[src/rtl/mb_audio_pcm.sv]
// mb_audio_pcm: Mockingboard audio back end.
// Each PSG sum and the Apple speaker level is averaged over a window of
// 2^LOG2_DECIM clocks. The centred speaker duty cycle is mixed into both
// channels, DC is removed with a leaky first-order high-pass filter, and the
// result is emitted as saturated 16-bit signed stereo PCM.
//
// Ports:
//   CLK_14M       in   1   system clock, 14.318 MHz
//   I_RESET       in   1   synchronous reset, active high
//   I_AUDIO_L/R   in   10  unsigned PSG sums, 0..765
//   I_SPEAKER     in   1   Apple speaker level
//   I_MB_ENA      in   1   card enable; 0 forces the PSG inputs to 0
//   O_PCM_L/R     out  16  signed PCM, held between strobes
//   O_SAMPLE_STB  out  1   one-cycle pulse marking new O_PCM_L/R
//
// state | meaning
// IDLE  | accumulating the current window
// PREP  | build x from the window average plus the centred speaker term
// DC    | high-pass update of y; output registers load on exit
// OUT   | strobe cycle, new PCM on the outputs
module mb_audio_pcm #(
    parameter int LOG2_DECIM = 8,
    parameter int SPK_SHIFT  = 5,
    parameter int DC_SHIFT   = 10
) (
    input  logic               CLK_14M,
    input  logic               I_RESET,
    input  logic [9:0]         I_AUDIO_L,
    input  logic [9:0]         I_AUDIO_R,
    input  logic               I_SPEAKER,
    input  logic               I_MB_ENA,
    output logic signed [15:0] O_PCM_L,
    output logic signed [15:0] O_PCM_R,
    output logic               O_SAMPLE_STB
);

    localparam int ACC_W  = 10 + LOG2_DECIM;
    localparam int ONES_W = LOG2_DECIM + 1;
    localparam logic [16:0] HALF_N = 17'(2 ** (LOG2_DECIM - 1));
    localparam logic [LOG2_DECIM-1:0] CNT_LAST = '1;

    typedef enum logic [1:0] {IDLE, PREP, DC, OUT} state_t;

    state_t state, state_nxt;
    logic   load_x, load_y, stb_nxt;

    logic [LOG2_DECIM-1:0] cnt;
    logic [ACC_W-1:0]      acc_l, acc_r, sum_l, sum_r;
    logic [ONES_W-1:0]     spk_ones, ones_sum, ones;
    logic [9:0]            in_l, in_r, avg_l, avg_r;
    logic                  win_end;

    logic [16:0]           spk_u, x_l_nxt, x_r_nxt;
    logic signed [16:0]    x_l, x_r, x_prev_l, x_prev_r, d_l, d_r;
    logic signed [25:0]    y_l, y_r, y_next_l, y_next_r, dext_l, dext_r;

    function automatic logic signed [15:0] sat16(input logic signed [17:0] v);
        if (v > 18'sd32767)
            return 16'sd32767;
        else if (v < -18'sd32768)
            return -16'sd32768;
        else
            return v[15:0];
    endfunction

    assign in_l     = I_MB_ENA ? I_AUDIO_L : '0;
    assign in_r     = I_MB_ENA ? I_AUDIO_R : '0;
    assign sum_l    = acc_l + ACC_W'(in_l);
    assign sum_r    = acc_r + ACC_W'(in_r);
    assign ones_sum = spk_ones + ONES_W'(I_SPEAKER);
    assign win_end  = (cnt == CNT_LAST);

    // Unsigned 17-bit arithmetic wraps to the right two's-complement value.
    assign spk_u   = (17'(ones) - HALF_N) << SPK_SHIFT;
    assign x_l_nxt = 17'({avg_l, 5'b0}) + spk_u;
    assign x_r_nxt = 17'({avg_r, 5'b0}) + spk_u;

    assign d_l      = x_l - x_prev_l;
    assign d_r      = x_r - x_prev_r;
    assign dext_l   = {{9{d_l[16]}}, d_l};
    assign dext_r   = {{9{d_r[16]}}, d_r};
    assign y_next_l = y_l + (dext_l <<< 8) - (y_l >>> DC_SHIFT);
    assign y_next_r = y_r + (dext_r <<< 8) - (y_r >>> DC_SHIFT);

    always_comb begin
        state_nxt = state;
        load_x    = 1'b0;
        load_y    = 1'b0;
        stb_nxt   = 1'b0;
        case (state)
            IDLE: if (win_end) state_nxt = PREP;
            PREP: begin
                load_x    = 1'b1;
                state_nxt = DC;
            end
            DC: begin
                load_y    = 1'b1;
                stb_nxt   = 1'b1;
                state_nxt = OUT;
            end
            OUT:     state_nxt = IDLE;
            default: state_nxt = IDLE;
        endcase
    end

    always_ff @(posedge CLK_14M) begin
        if (I_RESET)
            state <= IDLE;
        else
            state <= state_nxt;
    end

    always_ff @(posedge CLK_14M) begin
        if (I_RESET) begin
            cnt          <= '0;
            acc_l        <= '0;
            acc_r        <= '0;
            spk_ones     <= '0;
            avg_l        <= '0;
            avg_r        <= '0;
            ones         <= '0;
            x_l          <= '0;
            x_r          <= '0;
            x_prev_l     <= '0;
            x_prev_r     <= '0;
            y_l          <= '0;
            y_r          <= '0;
            O_PCM_L      <= '0;
            O_PCM_R      <= '0;
            O_SAMPLE_STB <= 1'b0;
        end else begin
            cnt          <= cnt + 1'b1;
            O_SAMPLE_STB <= stb_nxt;
            // The closing clock's input goes into the average, not the next window.
            if (win_end) begin
                avg_l    <= sum_l[ACC_W-1:LOG2_DECIM];
                avg_r    <= sum_r[ACC_W-1:LOG2_DECIM];
                ones     <= ones_sum;
                acc_l    <= '0;
                acc_r    <= '0;
                spk_ones <= '0;
            end else begin
                acc_l    <= sum_l;
                acc_r    <= sum_r;
                spk_ones <= ones_sum;
            end
            if (load_x) begin
                x_l <= $signed(x_l_nxt);
                x_r <= $signed(x_r_nxt);
            end
            if (load_y) begin
                y_l      <= y_next_l;
                y_r      <= y_next_r;
                x_prev_l <= x_l;
                x_prev_r <= x_r;
                O_PCM_L  <= sat16(y_next_l[25:8]);
                O_PCM_R  <= sat16(y_next_r[25:8]);
            end
        end
    end

endmodule

[config.mk]
export PLATFORM = sky130hd
export DESIGN_NAME = mb_audio_pcm
export DESIGN_NICKNAME = d
export VERILOG_FILES = /design/src/rtl/mb_audio_pcm.sv
export SDC_FILE = /design/constraint.sdc
export NUM_CORES = 1
export LEC_CHECK = 0
export BUFFER_PORTS_ARGS = -buffer_cell sky130_fd_sc_hd__buf_2
export CORE_ASPECT_RATIO = 0.75
export CORE_MARGIN = 2
export CORE_UTILIZATION = 50
export CTS_CLUSTER_DIAMETER = 150
export CTS_CLUSTER_SIZE = 28
export DETAILED_ROUTE_END_ITERATION = 10
export GPL_TIMING_DRIVEN = 0
export PLACE_DENSITY = 0.73
export SYNTH_ARGS = -nofsm -noshare
export SYNTH_HDL_FRONTEND = slang
export SYNTH_SLANG_ARGS = --single-unit
[constraint.sdc]
create_clock -name CLK_14M -period 9.1 [get_ports CLK_14M]
set_input_delay 1.82 -clock CLK_14M [delete_from_list [all_inputs] [get_ports CLK_14M]]
set_output_delay 1.82 -clock CLK_14M [all_outputs]
set_load 0.05 [all_outputs]
==> impl_results.md, run 1 <==
* Cell area after layout at 0.0152 mm^2
* Req. time, crit path at 9.51 ns
* Core ar. at 0.0279 mm^2
* Pre-CTS WS at 3.77 ns
* Setup tns final at 0 ns
* Final slew viol count at 0
* Post-synth EDFFs at 0
* DP Area at 0.0149 mm^2
* Filler cells at 2553
* Psw at 3.07 mW
* Internal at 2.66 mW
* Synth Flop Type: dfxtp_1
* # DRC at 0
* Area leader, netlist: dfxtp_1
* Family with the most delay on the worst path: compound AO/OA/AOI/OAI gates
* Max H-tree Level at 1
* Worst reg-to-reg setup slack at 3.65 ns
* # hold bufs at CTS at 0
* Cell with the most instances on the worst path: a21oi_1
* Post-synthesis cell area at 0.0142 mm^2
* Share of layout cells above drive strength 1 at 0.0560
* Initial DRC count at 825
* First-pass GRT wire length at 58100 um
* Final WS setup at 3.65 ns
* Largest net degree at the start of global routing at 29
* Final hold violations at 0
* CP max stage delay at 0.50 ns
* Die ar. at 0.0297 mm^2
* Average wire per cell in the routed design at 17.0 um
* Post-synthesis mux area share at 0.0439
* Hold Path End: cnt[0]$_SDFF_PP0_
* Clk buf depth at 3
* Largest cells by area after synthesis: dfxtp_1, ha_1, nor2_1
* Die width at 198 um
* Final setup vio count at 0
* Seq cells post-synth at 217
* Combinational share of power at 0.726
* R2R Path Start: x_r[5]$_SDFFE_PP0N_
* Non-Filler Instances at 2135
* Seq. cell area at 0.00434 mm^2
* CP Cell Sequence: inv_1 > ha_1 > inv_1 > fa_1 > a21o_1 > a21oi_1 > o21ai_0 > a21oi_1 > o21bai_1 > a21oi_1 > nand3b_1 > nand3_1 > fa_1 > ha_1 > clkbuf_1 > and3_1 > nand3_1 > a211oi_2 > nor3_1 > nor4_4 > buf_6 > o211ai_1 > a31oi_1
* Critical path launch point type: flop
* Vias after detailed routing at 12300
* Nets at 1955
* Setup Skew at 0.0148 ns
* Worst r2r dst: O_PCM_R[8]$_SDFFE_PP0P_
* Leakage power at 6.06 nW
* Period minus WS final at 5.45 ns
* Drt pass-1 iters at 5
* Nature of the critical path endpoint: flop
* RSZ-0062 raised after global routing: no
* PD cells at 377 mW/mm^2
* Register share of total power at 0.181
* Peak supply drop at 0.000458 V
* Total CTS buffers at 11
* Period utilization at 0.598
* HPWL after detailed placement at 29000 um
* Area Growth Syn to Fin at 7.35%
* Starting Density at 0.507
* Placed Cells at 2123
* Combinational family with the most area after synthesis: compound AO/OA/AOI/OAI gates
* Crit path max-delay cell type: fa_1
* Global route total overflow at 0
* Slew @ Worst Pin at 0.978 ns
* Synth Area in Compound Gates at 0.190
* Most frequent cell after synthesis: dfxtp_1
* Avg Cell Area, Syn at 8.41 um^2
* Endpoint arrival time on the critical path at 5.86 ns
* Max Cap Violations at 0
* Post-synthesis xor/xnor area fraction at 0.0551
* Clk pwr share at 0.093
* Reg2reg path depth at 23
* Post-synthesis sequential area ratio at 0.307
* ANT nets after route at 0
* Syn_nets at 1887
* Final Wtd Congestion at 0.954
* Area share of the largest cell type after synthesis at 0.307
* Post-synthesis simple-gate area fraction at 0.176
* Worst hold margin at 0.450 ns
* Initial antenna violation count at 0
* Synth Area in Adders at 0.176
* Hold Startpoint: cnt[0]$_SDFF_PP0_
* Antenna diodes at 0
* Outcome: completed
* TritonCTS clock tree: done
* Max transition margin at 0.348
* Die height at 150 um
* Synthesis Warnings at 0
* Top cells by count, synth: dfxtp_1, nor2_1, ha_1, inv_1, nand2_1
* Mapped Cells at 1683
* Total global-route track usage at 0.246
* CP Max Fanout at 10
* Via density at 5.76
* Async set-reset flop share out of synthesis at 0
* WP buf/inv at 4
* Cell Rows at 53
* Hold Path Stages at 1
* Total wire length at 36300 um
* Setup Crit Path Kind: reg -> reg
* Ports at 57
* Worst-path clk slew at 0.11 ns
* Highest clock rate at 184 MHz
* Setup Fix Bufs, Post-CTS at 0
* Synth cell types at 76
* Multi-input gate area at 0.00907 mm^2
* Switch share at 0.536
* Worst Hold Class: reg -> reg
* Clock insertion delay at the later pin of the skew report at 0.48 ns
* Root Driver: clkbuf_16
* PostCTS Resize Cnt at 0
* # clock sinks at 217
* Port bufs at 55
* Vias in the first global route at 11100
layout by cell type (no fill, tap or decap), types with 49 or more instances in the layout:
cell type,instances
dfxtp_1,217
o21ai_0,77
ha_1,148
nor2_1,197
xnor2_1,56
a21oi_1,114
inv_1,120
nand2_1,117
clkbuf_1,49
buf_2,62
mux2i_1,61
registers in the layout, indices dropped and copies added (netlist names):
| name | flops |
|---|---|
| x_l | 12 |
| x_prev_l | 12 |
| acc_l | 18 |
| spk_ones | 9 |
| O_PCM_L | 16 |
| y_l | 26 |
| ones | 9 |
| acc_r | 18 |
| avg_l | 10 |
| O_SAMPLE_STB | 1 |
| cnt | 8 |
| state | 2 |
| x_r | 12 |
| y_r | 26 |
| avg_r | 10 |
| x_prev_r | 12 |
| O_PCM_R | 16 |
worst register-to-register path, stage by stage (launching register included):
cell and delay, ns:
dfxtp_1 0.34, inv_1 0.06, ha_1 0.16, inv_1 0.06, fa_1 0.41, a21o_1 0.19, a21oi_1 0.21, o21ai_0 0.12
a21oi_1 0.23, o21bai_1 0.09, a21oi_1 0.26, nand3b_1 0.15, nand3_1 0.13, fa_1 0.50, ha_1 0.29, clkbuf_1 0.29
and3_1 0.30, nand3_1 0.11, a211oi_2 0.33, nor3_1 0.19, nor4_4 0.46, buf_6 0.20, o211ai_1 0.11, a31oi_1 0.18
worst max-delay path by stage:
| stage | start | endpoint | depth (start not counted) |
|---|---|---|---|
| 2_1_floorplan | x_r[5]$_SDFFE_PP0N_ | O_PCM_R[8]$_SDFFE_PP0P_ | 23 |
| 3_3_place_gp | x_r[5]$_SDFFE_PP0N_ | O_PCM_R[8]$_SDFFE_PP0P_ | 23 |
| 3_5_place_dp | x_r[5]$_SDFFE_PP0N_ | O_PCM_R[3]$_SDFFE_PP0P_ | 23 |
| 4_1_cts | x_r[5]$_SDFFE_PP0N_ | O_PCM_R[3]$_SDFFE_PP0P_ | 23 |
| 5_1_grt | x_r[5]$_SDFFE_PP0N_ | O_PCM_R[2]$_SDFFE_PP0P_ | 23 |
| 6_report | x_r[5]$_SDFFE_PP0N_ | O_PCM_R[8]$_SDFFE_PP0P_ | 23 |
power by group through the flow:
| stage | Sequential [mW] | Combinational (mW) | Clock [mW] |
|---|---|---|---|
| after floorplan | 1.06 | 3.07 | 0 |
| after global placement | 1.06 | 3.93 | 0 |
| after detailed placement | 1.06 | 4.02 | 0 |
| after CTS | 1.04 | 4.05 | 0.541 |
| after global routing | 1.05 | 4.49 | 0.573 |
| final | 1.04 | 4.16 | 0.533 |
cells by family after synthesis:
logic type | Yosys count
AND/OR/NAND/NOR | 527
AO/OA/AOI/OAI | 416
flip-flops | 217
buffers and inverters | 192
adder cells (fa/ha/maj) | 180
XOR/XNOR | 89
multiplexers | 62
final cells by class:
class / instances / area share
timing repair buffer: 55 / 0.0181
tap: 385 / 0.0317
clock inverter: 1 / 0.000576
inverter: 122 / 0.0301
multi-input combinational: 1274 / 0.597
buffer: 70 / 0.0186
sequential: 217 / 0.286
clock buffer: 11 / 0.0181
metal layers:
layer  track usage  share of wire
met1         0.386           0.51
met2         0.357           0.41
met3        0.0318          0.071
met4        0.0432          0.013
met5             0              0
through the flow:
| step | power, mW | util |
|---|---|---|
| 2_1_floorplan | 4.12 | - |
| 3_5_place_dp | 5.09 | 0.534 |
| 4_1_cts | 5.63 | 0.544 |
| 6_report | 5.73 | 0.544 |
| 5_1_grt | 6.11 | 0.544 |
| 3_3_place_gp | 4.98 | 0.534 |
No activity file was read; power rests on OpenSTA's default activity.
==> run 2, diff against run 1 <==
- clock period: 9.1 -> 5.7 ns (I/O delays scaled with it)
==> impl_results.md, run 2 (synthesis results as in run 1) <==
* Outcome: completed
* Total global-route track usage at 0.246 (unchanged)
* Max Cap Violations at 0 (unchanged)
* Initial DRC count at 865 (+4.8%)
* Worst reg-to-reg setup slack at 0.40 ns (-3.25 ns)
* Critical path launch point type: flop
* Total wire length at 36200 um (-0.21%)
* Drt pass-1 iters at 5 (unchanged)
* Slew @ Worst Pin at 0.964 ns (-0.0137 ns)
* Period minus WS final at 5.30 ns (-0.148 ns)
* Largest net degree at the start of global routing at 29 (unchanged)
* Global route total overflow at 0 (unchanged)
* Endpoint arrival time on the critical path at 5.65 ns (-0.21 ns)
* Setup Skew at 0.0137 ns (-0.00110 ns)
* Biggest regs: y_l x26, y_r x26
* Req. time, crit path at 6.05 ns (-3.46 ns)
* Vias after detailed routing at 12200 (-0.50%)
* Peak supply drop at 0.000741 V (+62%)
* Reg2reg path depth at 20 (-13%)
* RSZ-0062 raised after global routing: no
* Total CTS buffers at 11 (unchanged)
* Hold Startpoint: cnt[0]$_SDFF_PP0_
* # hold bufs at CTS at 0 (unchanged)
* Final Wtd Congestion at 0.954 (unchanged)
* Most frequent cells in the layout: dfxtp_1, nor2_1, ha_1, inv_1, nand2_1
* Setup Crit Path Kind: reg -> reg
* ANT nets after route at 0 (unchanged)
* PD cells at 617 mW/mm^2 (+64%)
* Nets at 1957 (+0.10%)
* Via density at 5.73 (-0.60%)
* TritonCTS clock tree: done
* Filler cells at 2555 (+0.078%)
* Nature of the critical path endpoint: flop
* Initial antenna violation count at 0 (unchanged)
* Commonest non-fill, non-tap cell in the layout: dfxtp_1
* Root Driver: clkbuf_16
* Worst r2r dst: O_PCM_R[11]$_SDFFE_PP0P_
* Die height at 150 um (unchanged)
* Core ar. at 0.0279 mm^2 (unchanged)
* First-pass GRT wire length at 58100 um (unchanged)
* Hold Path Stages at 1 (unchanged)
* Worst-path clk slew at 0.11 ns (about the same)
* CP Max Fanout at 10 (unchanged)
* Starting Density at 0.507 (unchanged)
* Die ar. at 0.0297 mm^2 (unchanged)
* Period utilization at 0.929 (+0.331)
* Share of layout cells above drive strength 1 at 0.0576 (+0.00165)
* HPWL after detailed placement at 29000 um (unchanged)
* Clk buf depth at 3 (unchanged)
* Final setup vio count at 0 (unchanged)
* Max H-tree Level at 1 (unchanged)
* Worst Hold Class: reg -> reg
* # DRC at 0 (unchanged)
* Highest clock rate at 189 MHz (+2.8%)
* Setup tns final at 0 ns (unchanged)
* Leakage power at 6.07 nW (+0.24%)
* Cell Rows at 53 (unchanged)
* R2R Path Start: x_r[5]$_SDFFE_PP0N_
* Clock insertion delay at the later pin of the skew report at 0.47 ns (about the same)
* Final hold violations at 0 (unchanged)
* Core Util, Final at 0.545 (+0.000673)
* Hold Path End: cnt[0]$_SDFF_PP0_
* Launch point of the worst path: x_r[5]$_SDFFE_PP0N_
* Average wire per cell in the routed design at 16.9 um (-0.31%)
* Die width at 198 um (unchanged)
* Final slew viol count at 0 (unchanged)
* Area Growth Syn to Fin at 7.49%
* Ports at 57 (unchanged)
* Max transition margin at 0.357 (+0.00915)
* Port bufs at 55 (unchanged)
* Vias in the first global route at 11100 (unchanged)
* # clock sinks at 217 (unchanged)
* Antenna diodes at 0 (unchanged)
==> run 2: changes by cell type in the layout (fill, tap and decap cells not counted), sizes merged <==
cell,previous run,this run
clkbuf,61,60
buf,75,78
==> run 2: metrics by stage <==
step	hold slack, ns	setup slack (ns)	instances	total power [mW]	area, um^2
global placement	0.426	0.455	2123	7.96	14900
CTS	0.455	0.336	2135	8.98	15200
finish	0.450	0.403	2137	9.39	15200
detailed placement	0.437	0.374	2123	8.12	14900
global route	0.480	0.0804	2137	10.0	15200
floorplan	0.418	1.20	1683	6.59	14200
==> run 2: routing by layer <==
layer,part of all wire,vias up,track usage
met5,0,-,0
met3,0.069,38,0.0318
met4,0.013,0,0.0432
li1,-,6059,-
met1,0.51,5811,0.386
met2,0.40,332,0.357
==> run 2: how the worst max path moves through the flow <==
stage,to,depth (start not counted),slack [ns]
final,O_PCM_R[11]$_SDFFE_PP0P_,20,0.40
after global routing,O_PCM_R[11]$_SDFFE_PP0P_,20,0.08
after CTS,O_PCM_R[3]$_SDFFE_PP0P_,23,0.34
after detailed placement,O_PCM_R[3]$_SDFFE_PP0P_,23,0.37
after global placement,O_PCM_R[8]$_SDFFE_PP0P_,23,0.45
after floorplan,O_PCM_R[8]$_SDFFE_PP0P_,23,1.20
==> run 2: repair_timing <==
item	in CTS	in global routing
setup buffers	0	3
gates resized for setup	0	1
setup endpoints to repair	0	22
==> run 2: layout make-up <==
| class | count | area, um^2 | area share |
|---|---|---|---|
| Buffer | 69 | 279 | 0.0183 |
| Clock buffer | 11 | 275 | 0.0181 |
| Clock inverter | 1 | 8.76 | 0.000576 |
| Inverter | 122 | 458 | 0.0301 |
| Multi-Input combinational cell | 1274 | 9070 | 0.596 |
| Sequential cell | 217 | 4340 | 0.286 |
| Tap cell | 385 | 482 | 0.0317 |
| Timing Repair Buffer | 58 | 298 | 0.0196 |
==> run 2: critical path: stages, from the launching register on <==
cell and delay, ns:
dfxtp_1 0.34, inv_1 0.06, ha_1 0.16, inv_1 0.06
fa_1 0.41, a21o_1 0.19, a21oi_1 0.21, o21ai_0 0.12
a21oi_1 0.23, o21bai_1 0.09, a21oi_1 0.26, xnor2_1 0.18
fa_1 0.44, ha_1 0.41, a2111oi_0 0.39, a31oi_1 0.25
nor3_1 0.59, o22ai_1 0.15, nand3_1 0.27, buf_2 0.26
a31oi_1 0.11
==> run 2: power breakdown <==
| part | internal (mW) | total [mW] | switching (mW) |
|---|---|---|---|
| Clock | 0.355 | 0.847 | 0.492 |
| Combinational | 2.50 | 6.88 | 4.37 |
| Sequential | 1.59 | 1.66 | 0.0708 |
==> run 3, diff against run 2 <==
- PLACE_DENSITY: 0.73 -> not set
- PLACE_DENSITY_LB_ADDON: not set -> 0.2
==> impl_results.md, run 3 (synthesis results as in run 1) <==
* Outcome: completed
* TritonCTS clock tree: done
* Critical path launch point type: flop
* M2 GR Usage at 0.362 (+0.00474)
* Worst hold margin at 0.458 ns (+0.00808 ns)
* Worst-path clk slew at 0.12 ns (about the same)
* Reg2reg path depth at 23 (+15%)
* DP Area at 0.0149 mm^2 (unchanged)
* Starting Density at 0.507 (unchanged)
* Setup tns final at 0 ns (unchanged)
* Port bufs at 55 (unchanged)
* Total wire length at 37200 um (+2.9%)
* Worst reg-to-reg setup slack at 0.44 ns (+0.03 ns)
* Commonest non-fill, non-tap cell in the layout: dfxtp_1
* # DRC at 0 (unchanged)
* Max H-tree Level at 1 (unchanged)
* Largest net degree at the start of global routing at 29 (unchanged)
* Nets at 1954 (-0.15%)
* Initial antenna violation count at 0 (unchanged)
* Final Wtd Congestion at 0.952 (-0.21%)
* PD cells at 599 mW/mm^2 (-2.9%)
* Cell area after layout at 0.0152 mm^2 (-0.11%)
* Antenna diodes at 0 (unchanged)
* Biggest regs: y_l x26, y_r x26
* Worst Hold Class: reg -> reg
* # hold bufs at CTS at 0 (unchanged)
* Die height at 150 um (unchanged)
* Area Growth Syn to Fin at 7.37%
* Setup Crit Path Kind: reg -> reg
* Share of layout cells above drive strength 1 at 0.0572 (-0.000473)
* Slew @ Worst Pin at 0.966 ns (+0.00197 ns)
* Pre-CTS WS at 0.349 ns (-0.0250 ns)
* Max Cap Violations at 0 (unchanged)
* First-pass GRT wire length at 59200 um (+2.0%)
* ANT nets after route at 0 (unchanged)
* Final WS setup at 0.435 ns (+0.0324 ns)
* Core ar. at 0.0279 mm^2 (unchanged)
* Highest clock rate at 190 MHz (+0.62%)
* Vias after detailed routing at 12200 (-0.32%)
* Req. time, crit path at 6.10 ns (+0.05 ns)
* Die width at 198 um (unchanged)
* Total global-route track usage at 0.252 (+0.00658)
* Setup Skew at 0.0163 ns (+0.00256 ns)
* Ports at 57 (unchanged)
* Final setup vio count at 0 (unchanged)
* Leakage power at 6.06 nW (-0.22%)
* # clock sinks at 217 (unchanged)
* Vias in the first global route at 11200 (+0.39%)
* Initial DRC count at 936 (+8.2%)
* Non-Filler Instances at 2134 (-0.14%)
* Clock insertion delay at the later pin of the skew report at 0.48 ns (about the same)
* Final hold violations at 0 (unchanged)
* Filler cells at 2694 (+5.4%)
* R2R Path Start: x_l[5]$_SDFFE_PP0N_
* Busiest grt layer: met1
* HPWL after detailed placement at 29400 um (+1.6%)
* Die ar. at 0.0297 mm^2 (unchanged)
* Total CTS buffers at 11 (unchanged)
* Endpoint arrival time on the critical path at 5.67 ns (+0.02 ns)
* Cell Rows at 53 (unchanged)
* Setup Fix Bufs, Post-CTS at 0 (unchanged)
* Average wire per cell in the routed design at 17.4 um (+3.0%)
* Period utilization at 0.924 (-0.00569)
* Met1 usage at 0.405 (+0.0184)
* Final slew viol count at 0 (unchanged)
* Peak supply drop at 0.00218 V (+190%)
* Max transition margin at 0.356 (-0.00132)
* Root Driver: clkbuf_16
* Global route total overflow at 0 (unchanged)
* CP endpoint: O_PCM_L[7]$_SDFFE_PP0P_
* Via density at 5.72 (-0.18%)
* RSZ-0062 raised after global routing: no
* CP Max Fanout at 10 (unchanged)
* Met3 Track Usage GR at 0.0282 (-0.00361)
* Clk buf depth at 3 (unchanged)
* Nature of the critical path endpoint: flop
* Most frequent cells in the layout: dfxtp_1, nor2_1, ha_1, inv_1, nand2_1
* Placed Cells at 2123 (unchanged)
* Launch point of the worst path: x_l[5]$_SDFFE_PP0N_
* Period minus WS final at 5.26 ns (-0.0324 ns)
* PostCTS Resize Cnt at 0 (unchanged)
* Worst r2r dst: O_PCM_L[7]$_SDFFE_PP0P_
* Drt pass-1 iters at 5 (unchanged)
## run 3: cell count changes in the layout (fill, tap and decap cells not counted)
cell	delta
o21a_1	-1
o21a_2	+1
nor3_1	-1
buf_4	-3
nor3_2	+1
## run 3: cell type report
| cell class | count | area (um^2) | share of cell area |
|---|---|---|---|
| Multi-Input combinational cell | 1274 | 9080 | 0.597 |
| Sequential cell | 217 | 4340 | 0.286 |
| Tap cell | 385 | 482 | 0.0317 |
| Inverter | 122 | 458 | 0.0301 |
| Buffer | 69 | 279 | 0.0184 |
| Clock buffer | 11 | 275 | 0.0181 |
| Timing Repair Buffer | 55 | 275 | 0.0181 |
| Clock inverter | 1 | 8.76 | 0.000576 |
## run 3: worst max-delay path, stage by stage, from the launching register on
cell and delay, ns:
dfxtp_1 0.35, inv_1 0.06, ha_1 0.17, inv_1 0.06
fa_1 0.41, a21o_1 0.18, a21oi_1 0.22, o21ai_0 0.11
a21oi_1 0.23, o21bai_1 0.10, a21oi_1 0.29, nand3b_1 0.15
nand3_1 0.09, fa_1 0.45, ha_1 0.38, inv_1 0.11
nor2_1 0.06, nor2_1 0.16, nor3b_1 0.08, a311o_1 0.32
a211oi_4 0.53, buf_2 0.32, o211ai_1 0.15, a31oi_1 0.21
## run 3: metal layers
| layer | share of wire | vias to the layer above | routed length (um) |
|---|---|---|---|
| met2 | 0.40 | 316 | 15000 |
| met3 | 0.066 | 22 | 2460 |
| li1 | - | 6046 | - |
| met4 | 0.011 | 0 | 410 |
| met1 | 0.52 | 5817 | 19400 |
| met5 | 0 | - | 0 |
## run 3: per-stage QoR
step           utilization  power, mW
5_1_grt              0.544       9.76
3_5_place_dp         0.534       8.07
2_1_floorplan            -       6.59
4_1_cts              0.544       8.95
3_3_place_gp         0.534       7.95
6_report             0.544       9.10
## run 3: where the power goes
| part | internal (mW) | switching [mW] |
|---|---|---|
| sequential | 1.59 | 0.0711 |
| clock | 0.355 | 0.511 |
| combinational | 2.30 | 4.27 |
## run 3: worst min path at each step
stage,startpoint,endpoint,slack (ns),cells after the start
4_1_cts,cnt[0]$_SDFF_PP0_,cnt[0]$_SDFF_PP0_,0.46,1
3_5_place_dp,cnt[0]$_SDFF_PP0_,cnt[0]$_SDFF_PP0_,0.44,1
5_1_grt,cnt[0]$_SDFF_PP0_,cnt[0]$_SDFF_PP0_,0.47,1
3_3_place_gp,cnt[0]$_SDFF_PP0_,cnt[0]$_SDFF_PP0_,0.43,1
2_1_floorplan,cnt[0]$_SDFF_PP0_,cnt[0]$_SDFF_PP0_,0.42,1
6_report,cnt[0]$_SDFF_PP0_,cnt[0]$_SDFF_PP0_,0.46,1
